## src/rtl/muldiv_unit.sv

```systemverilog
// muldiv_unit: iterative 32-bit multiply/divide unit with HI/LO result registers.
// Multiply uses shift-add on operand magnitudes, one bit per cycle. Divide uses
// restoring division, one quotient bit per cycle. Sign fixup and the HI/LO commit
// both happen in the cycle that leaves MUL/DIV for FIN.
// Build option: define MULDIV_DIV_EN to include the divider; without it, a divide
// request goes straight to FIN and leaves HI/LO untouched.
module muldiv_unit (
    input  logic        clk,
    input  logic        rst,
    input  logic        start,
    input  logic [1:0]  op,
    input  logic [31:0] A,
    input  logic [31:0] B,
    input  logic        mt_hi,
    input  logic        mt_lo,
    output logic        busy,
    output logic        done,
    output logic [31:0] HI,
    output logic [31:0] LO
);

    localparam int unsigned W  = 32;
    localparam int unsigned CW = 6;

    typedef enum logic [1:0] {IDLE, MUL, DIV, FIN} state_t;

    state_t          r_state;
    state_t          w_state_nxt;
    logic            w_commit;
    logic            r_busy;
    logic            r_done;
    logic [CW-1:0]   r_cnt;
    logic [2*W-1:0]  r_acc;
    logic [W-1:0]    r_dvs;
    logic            r_neg;
    logic [W-1:0]    r_hi;
    logic [W-1:0]    r_lo;

    logic            w_sgn;
    logic [W-1:0]    w_a_mag;
    logic [W-1:0]    w_b_mag;
    logic [W:0]      w_add;
    logic [2*W-1:0]  w_step_mul;
    logic            w_cnt_last;

`ifdef MULDIV_DIV_EN
    logic            r_rneg;
    logic            r_dz;
    logic [W:0]      w_rem_sh;
    logic [W:0]      w_sub;
    logic            w_ge;
    logic [2*W-1:0]  w_step_div;
`endif

    assign busy = r_busy;
    assign done = r_done;
    assign HI   = r_hi;
    assign LO   = r_lo;

    // Operand magnitudes and one shift-add step of the multiplier.
    always_comb begin
        w_sgn      = ~op[0];
        w_a_mag    = (w_sgn && A[W-1]) ? (-A) : A;
        w_b_mag    = (w_sgn && B[W-1]) ? (-B) : B;
        w_add      = {1'b0, r_acc[2*W-1:W]} + {1'b0, r_dvs};
        w_step_mul = r_acc[0] ? {w_add, r_acc[W-1:1]} : {1'b0, r_acc[2*W-1:1]};
        w_cnt_last = (r_cnt == CW'(W));
    end

`ifdef MULDIV_DIV_EN
    // One restoring-division step: remainder in the upper half, quotient shifts into the lower half.
    always_comb begin
        w_rem_sh   = {r_acc[2*W-1:W], r_acc[W-1]};
        w_sub      = w_rem_sh - {1'b0, r_dvs};
        w_ge       = (w_rem_sh >= {1'b0, r_dvs});
        w_step_div = {(w_ge ? w_sub[W-1:0] : w_rem_sh[W-1:0]), r_acc[W-2:0], w_ge};
    end
`endif

    // State register plus registered busy/done decoded from the next state.
    always_ff @(posedge clk or posedge rst) begin
        if (rst) begin
            r_state <= IDLE;
            r_busy  <= 1'b0;
            r_done  <= 1'b0;
        end else begin
            r_state <= w_state_nxt;
            r_busy  <= (w_state_nxt != IDLE);
            r_done  <= (w_state_nxt == FIN);
        end
    end

    // Next-state logic; commit marks the final cycle of an iterative operation.
    always_comb begin
        w_state_nxt = r_state;
        w_commit    = 1'b0;
        case (r_state)
            IDLE: begin
                if (start) begin
                    if (!op[1]) begin
                        w_state_nxt = MUL;
                    end else begin
`ifdef MULDIV_DIV_EN
                        w_state_nxt = DIV;
`else
                        w_state_nxt = FIN;
`endif
                    end
                end
            end
            MUL, DIV: begin
                if (w_cnt_last) begin
                    w_state_nxt = FIN;
                    w_commit    = 1'b1;
                end
            end
            FIN:     w_state_nxt = IDLE;
            default: w_state_nxt = IDLE;
        endcase
    end

    // Datapath: operand latch, iteration, result commit and MTHI/MTLO writes.
    always_ff @(posedge clk or posedge rst) begin
        if (rst) begin
            r_cnt  <= '0;
            r_acc  <= '0;
            r_dvs  <= '0;
            r_neg  <= 1'b0;
            r_hi   <= '0;
            r_lo   <= '0;
`ifdef MULDIV_DIV_EN
            r_rneg <= 1'b0;
            r_dz   <= 1'b0;
`endif
        end else begin
            case (r_state)
                IDLE: begin
                    if (start) begin
                        r_cnt <= '0;
                        r_neg <= w_sgn & (A[W-1] ^ B[W-1]);
                        if (!op[1]) begin
                            r_acc <= {{W{1'b0}}, w_b_mag};
                            r_dvs <= w_a_mag;
                        end
`ifdef MULDIV_DIV_EN
                        else begin
                            r_acc <= {{W{1'b0}}, w_a_mag};
                            r_dvs <= w_b_mag;
                        end
                        r_rneg <= w_sgn & A[W-1];
                        r_dz   <= (B == '0);
`endif
                    end else begin
                        if (mt_hi) r_hi <= A;
                        if (mt_lo) r_lo <= A;
                    end
                end
                MUL: begin
                    if (w_commit) begin
                        {r_hi, r_lo} <= r_neg ? (-r_acc) : r_acc;
                    end else begin
                        r_cnt <= r_cnt + CW'(1);
                        r_acc <= w_step_mul;
                    end
                end
`ifdef MULDIV_DIV_EN
                DIV: begin
                    if (w_commit) begin
                        // Divide by zero leaves all-ones quotient; the remainder
                        // naturally equals |A| and the sign fixup restores A.
                        r_lo <= r_dz ? {W{1'b1}} :
                                (r_neg ? (-r_acc[W-1:0]) : r_acc[W-1:0]);
                        r_hi <= r_rneg ? (-r_acc[2*W-1:W]) : r_acc[2*W-1:W];
                    end else begin
                        r_cnt <= r_cnt + CW'(1);
                        r_acc <= w_step_div;
                    end
                end
`endif
                default: ;
            endcase
        end
    end

endmodule

```

## config.mk

```make
export PLATFORM = sky130hd
export DESIGN_NAME = muldiv_unit
export DESIGN_NICKNAME = d
export VERILOG_FILES = /design/src/rtl/muldiv_unit.sv
export SDC_FILE = /design/constraint.sdc
export NUM_CORES = 1
export LEC_CHECK = 0
export CAP_MARGIN = 20
export CORE_MARGIN = 2
export CORE_UTILIZATION = 56
export CTS_CLUSTER_SIZE = 14
export DETAILED_ROUTE_END_ITERATION = 8
export PLACE_DENSITY_LB_ADDON = 0.25
export SKIP_CTS_REPAIR_TIMING = 1
export SYNTH_ARGS = -nofsm -noshare
export SYNTH_HDL_FRONTEND = slang
export SYNTH_SLANG_ARGS = --single-unit
```

## constraint.sdc

```tcl
create_clock -name clk -period 7.9 [get_ports clk]
set_input_delay 0.79 -clock clk [delete_from_list [all_inputs] [get_ports clk]]
set_output_delay 0.79 -clock clk [all_outputs]
set_load 0.005 [all_outputs]
```

==> flow_metrics.py, run 1 <==
metrics = {
    "sta": {
        "layout_min_cycle_time_ps": 3817,
        "slew_viol_final": 0,
        "rsz0062_at_grt": "false",
        "skew_ps": 15.53,
        "finalCritPeriodShare_pct": 48.32,
        "hold_viol_final": 0,
        "fmax_mhz": 262.0,
        "setup_viol": 0,
        "relSlewSlack_pct": 25.06,
        "tightest_slew_ps": 1122,
        "setup_tns_ps": 0,
    },
    "placement": {
        "place_congestion": 0.9296,
        "place_hpwl_um": 25510,
        "dpl-instance-area_um2": 13290,
        "io_buffers": 136,
    },
    "die": {
        "io_pins": 137,
        "rows": 53,
        "dieArea_um2": 22310,
        "die_w_um": 149.4,
        "coreArea_um2": 20890,
        "initial_core_util_pct": 56.66,
        "die_h_um": 149.4,
    },
    "routing": {
        "post_drt_via_cell_ratio": 6.248,
        "vias": 11270,
        "ant_nets": 0,
        "wirelength_um": 34610,
        "routedWlPerCell_um": 19.19,
        "drc": 0,
        "drt-initial-drc-count": 805,
        "dr.pass1.iters": 7,
    },
    "final_layout": {
        "nFillCells": 1792,
        "diodes": 0,
        "drive_above_1_share_pct": 5.432,
        "area_delta_synth_final_pct": 17.75,
        "final_nets": 1626,
        "design_area_um2": 13940,
    },
    "clock_tree": {
        "cts_root_buffer": "clkbuf_16",
        "cts_sinks": 171,
        "cts_made_buffers": 17,
        "path_clk_slew_ps": 80,
        "insertion_delay_ps": 450,
        "htreeDepth": 4,
        "cts_tree": "yes",
        "cts.path.max_buffers": 2,
    },
    "worst_hold_path": {
        "hold_depth": 2,
        "hold_class": "flip-flop to flip-flop",
    },
    "global_routing": {
        "grt.total_usage_pct": 31.66,
        "antenna_found_initial": 0,
        "grt_pass1_vias": 10610,
        "grt_max_degree": 97,
        "grt_pass1_wl_um": 55320,
        "grt.overflow.total": 0,
    },
    "synth": {
        "ys_top_cells_by_area": "dfrtp_1 (36%), o21ai_0 (10%), nand2_1 (5.9%)",
        "async_flop_share_pct": 100.0,
        "syn_avg_cell_area_um2": 8.282,
        "synthesis.nets": 1540,
        "synth_seq_cells": 171,
        "synth_area_leader_cell": "dfrtp_1",
        "yosysWarnings": 0,
        "ys_top_cells_by_count": "o21ai_0 (238), nand2_1 (187), dfrtp_1 (171)",
        "synth.most_common_cell": "o21ai_0",
        "synth_edf_count": 0,
        "synth_area_um2": 11840,
        "yosysSeqAreaShare_pct": 36.16,
        "synth_cell_type_count": 81,
        "netlist.area_leader.share_pct": 36.16,
        "ys.flop_type": "dfrtp_1",
        "synth_cells": 1429,
    },
    "setup_path": {
        "cp-start-kind": "flip-flop",
        "critPathCaptureType": "flip-flop",
        "reg2reg_depth": 8,
        "path_max_fanout": 14,
        "worstSetupPathType": "flip-flop to flip-flop",
        "crit_arrival_ps": 4120,
        "required_ps": 8200,
    },
    "run_status": {
        "status": "finished, final reports clean",
    },
    "run": {
        "maxCapViolCount": 0,
    },
    "pwr": {
        "p_per_area_nw_per_um2": 385.6,
        "max-vdd-ir-drop_uv": 222.6,
        "p_leak_uw": 0.005828,
    },
}
## through the flow
stage	worst slack (ps)	util [%]	hold WS, ps	power [µW]	std cells
floorplan	2478	-	453.8	3475	1429
global placement	3978	63.63	459.4	4336	1769
detailed placement	3824	63.63	465.8	4410	1769
CTS	4157	66.59	481.6	5321	1801
global route	3767	66.71	502.6	5796	1803
finish	4083	66.71	480.5	5373	1803
## layout by cell type, fill, tap and decap left out, drive strengths merged, types with 8 or more instances in the layout
cell type      netlist  layout
nand2b              20      20
ha                  39      39
nor4                13      13
a211oi              17      17
nor3                24      24
or4                 12      12
xnor2               60      60
or3                 19      19
a21oi              106     106
nand2              187     187
o21ai              240     240
buf                 10      11
mux2                 8       8
a21o                29      29
inv                 32      42
clkbuf              69      17
nor2b               11      11
o31ai               25      25
nor2                90      90
o21a                 8       8
nand4               14      14
nand3               14      14
dfrtp              171     171
xor2                72      72
a22oi               18      18
mux2i               18      18
clkdlybuf4s50        1     136
a31oi               10      10
o21bai               9       9
o41ai               16      16
## metal layers
metal	wire, µm	up-vias	global-route usage (%)
met4	1008	0	11.76
met2	16150	499	50.92
met3	2689	83	4.098
li1	-	5328	-
met1	14750	5355	43.87
met5	0	-	0
## path summary, 6_finish.rpt
kind,to,from,slack [ps]
worst min register to register,LO[7],LO[7],480
worst min-delay path,LO[7],LO[7],480
min in group asynchronous,r_cnt[5],rst,800
max in group asynchronous,HI[30],rst,5950
worst max-delay path,HI[31],r_acc[0],4080
worst max register to register,HI[31],r_acc[0],4080
## sequential cells by signal, indices dropped and copies added, names as in the netlist
name,count
busy,1
done,1
r_state,2
HI,32
r_neg,1
r_cnt,6
r_acc,64
LO,32
r_dvs,32
## report_power, final
group / leakage (µW) / internal, µW / switching (µW)
combinational: 0.00336 / 1190 / 1630
clock: 0.000306 / 486 / 408
sequential: 0.00216 / 1260 / 400
total: 0.00583 / 2940 / 2440
## worst max-delay path: stages (launching register included)
cell      delay (ps)
dfrtp_1          640
nor3_1           700
nor4b_2          570
nand4_2          420
nor4_2           460
nand3b_1         230
o31ai_1          340
xor2_1           210
a21oi_1           90
## logic make-up (layout without fill, tap and decap cells)
kind of cell / after synthesis / count (layout) / share of synthesized area, %
AO/OA/AOI/OAI: 516 / 516 / 26.07
adder cells (fa/ha/maj): 40 / 40 / 4.292
flip-flops: 171 / 171 / 36.16
XOR/XNOR: 132 / 132 / 9.768
multiplexers: 26 / 26 / 2.284
AND/OR/NAND/NOR: 432 / 432 / 17.53
buffers and inverters: 112 / 211 / 3.901
## area by class of cell
class / instances / area (µm²) / share of cell area [%]
Inverter: 32 / 125.1 / 0.8978
Clock inverter: 15 / 193.9 / 1.392
Sequential cell: 171 / 4279 / 30.71
Tap cell: 275 / 344.1 / 2.469
Timing Repair Buffer: 147 / 1454 / 10.43
Multi-Input combinational cell: 1146 / 7114 / 51.05
Clock buffer: 17 / 425.4 / 3.053
No activity file was read; power rests on OpenSTA's default activity.
==> run 2: changes to the inputs <==
--- a/config.mk
+++ b/config.mk
@@ -7,7 +7,7 @@
 export LEC_CHECK = 0
 export CAP_MARGIN = 20
 export CORE_MARGIN = 2
-export CORE_UTILIZATION = 56
+export CORE_UTILIZATION = 52
 export CTS_CLUSTER_SIZE = 14
 export DETAILED_ROUTE_END_ITERATION = 8
 export PLACE_DENSITY_LB_ADDON = 0.25
==> constraint.sdc (replaced) <==
create_clock -name clk -period 3.3 [get_ports clk]
set_input_delay 0.33 -clock clk [delete_from_list [all_inputs] [get_ports clk]]
set_output_delay 0.33 -clock clk [all_outputs]
set_load 0.005 [all_outputs]
==> run 2 against run 1 <==
Net effect: via count rose by 0.38%; highest routed layer unchanged; die area increased by 7.5%; wire length is 2.5% higher.
==> flow_metrics.py, run 2 (synthesized netlist as in run 1, its figures left out) <==
metrics = {
    "die": {
        "coreArea_um2": 22500,
        "dieArea_um2": 23980,
        "die_w_um": 154.9,
        "rows": 55,
        "io_pins": 137,
        "initial_core_util_pct": 52.59,
        "die_h_um": 154.9,
    },
    "clock_tree": {
        "cts_made_buffers": 17,
        "cts_root_buffer": "clkbuf_16",
        "htreeDepth": 4,
        "cts_tree": "yes",
        "cts_sinks": 171,
        "path_clk_slew_ps": 70,
        "cts.path.max_buffers": 2,
        "insertion_delay_ps": 440,
    },
    "sta": {
        "finalCritPeriodShare_pct": 93.53,
        "skew_ps": 10.26,
        "rsz0062_at_grt": "false",
        "fmax_mhz": 324.0,
        "layout_min_cycle_time_ps": 3087,
        "setup_tns_ps": 0,
        "tightest_slew_ps": 1121,
        "slew_viol_final": 0,
        "relSlewSlack_pct": 25.18,
        "setup_viol": 0,
        "hold_viol_final": 0,
    },
    "final_layout": {
        "nFillCells": 1952,
        "largest_register_ffs": 64,
        "final_common_cell": "o21ai_0",
        "diodes": 0,
        "area_delta_synth_final_pct": 20.84,
        "layout.cells.non_filler": 1862,
        "drive_above_1_share_pct": 8.370,
        "final_nets": 1675,
        "top_register": "r_acc",
        "layout_common_cells": "o21ai_0 (237), nand2_1 (184), dfrtp_1 (171)",
    },
    "routing": {
        "routedWlPerCell_um": 19.05,
        "wl_met3_um": 2850,
        "vias": 11310,
        "route.top_layer_used": "met4",
        "dr.pass1.iters": 6,
        "wirelength_um": 35470,
        "ant_nets": 0,
        "wirelength_met1_um": 15330,
        "drt-initial-drc-count": 909,
        "post_drt_via_cell_ratio": 6.073,
        "drc": 0,
        "wl_met2_um": 16380,
    },
    "placement": {
        "dpl.cell_count": 1830,
        "place_hpwl_um": 27010,
        "place_congestion": 0.9380,
        "io_buffers": 136,
    },
    "global_routing": {
        "grt_pass1_vias": 10720,
        "grt_pass1_wl_um": 56580,
        "grt_max_degree": 113,
        "grt.total_usage_pct": 29.84,
        "grt.overflow.total": 0,
        "antenna_found_initial": 0,
    },
    "setup_path": {
        "path_max_fanout": 5,
        "worstSetupPathType": "flip-flop to flip-flop",
        "cp-start-kind": "flip-flop",
        "crit_arrival_ps": 3380,
        "critPathCaptureType": "flip-flop",
        "required_ps": 3590,
    },
    "run": {
        "maxCapViolCount": 0,
    },
    "pwr": {
        "max-vdd-ir-drop_uv": 563.0,
        "p_leak_uw": 0.006048,
        "p_per_area_nw_per_um2": 907.7,
    },
    "worst_hold_path": {
        "hold_class": "input port to async pin",
    },
    "run_status": {
        "status": "finished, final reports clean",
    },
}
run 2: cell types whose count changed in the layout (fill, tap and decap cells not counted), moves of 2 or more:
cell / previous run / this run
clkinv_2: 0 / 3
inv_6: 6 / 4
buf_12: 1 / 3
clkinvlp_4: 0 / 5
inv_8: 5 / 0
clkinv_4: 2 / 0
clkbuf_8: 0 / 3
buf_4: 9 / 57
run 2: path summary, 6_finish.rpt:
| check | to | cells past startpoint | startpoint | slack, ps |
|---|---|---|---|---|
| worst min-delay path | r_cnt[2] | 2 | rst | 200 |
| worst max register to register | HI[18] | 8 | r_acc[17] | 210 |
| worst max-delay path | HI[18] | 8 | r_acc[17] | 210 |
| worst min register to register | LO[25] | 2 | LO[25] | 480 |
| max in group asynchronous | r_acc[63] | 3 | rst | 2180 |
| min in group clk | LO[25] | 2 | LO[25] | 480 |
run 2: cell type report:
class	count	area, µm²	share of cell area [%]
Timing Repair Buffer	196	1849	12.93
Tap cell	285	356.6	2.493
Multi-Input combinational cell	1146	7116	49.76
Sequential cell	171	4279	29.92
Inverter	32	123.9	0.8661
Clock buffer	20	466.7	3.263
Clock inverter	12	110.1	0.7699
run 2: layer usage:
| metal | vias to the layer above | track usage (%) |
|---|---|---|
| li1 | 5417 | - |
| met1 | 5351 | 41.25 |
| met2 | 470 | 48.49 |
| met3 | 70 | 4.791 |
| met4 | 0 | 9.083 |
| met5 | - | 0 |
run 2: stage by stage:
stage / hold slack [ps] / util, % / power, µW / instance area, µm² / worst slack, ps
4_1_cts: 204.3 / 63.55 / 12910 / 14300 / 231.3
2_1_floorplan: 425.8 / - / 8320 / 11840 / 430.2
3_3_place_gp: 461.0 / 60.98 / 10720 / 13720 / 41.10
3_5_place_dp: 465.8 / 60.98 / 10890 / 13720 / 32.25
6_report: 200.8 / 63.55 / 12980 / 14300 / 213.4
5_1_grt: 228.7 / 63.55 / 13980 / 14300 / 38.79
run 2: worst max-delay path, stage by stage, from the launching register on:
cell	delay [ps]
dfrtp_1	430
or4_4	580
or3_4	350
or4_4	580
nor4_4	260
nand3_2	170
o31a_1	320
xnor2_1	170
a21oi_1	80
run 2: where the power goes:
group / switching [µW] / leakage (µW) / internal (µW)
clock: 894 / 0.000276 / 1110
combinational: 4030 / 0.00361 / 3040
sequential: 892 / 0.00216 / 3020
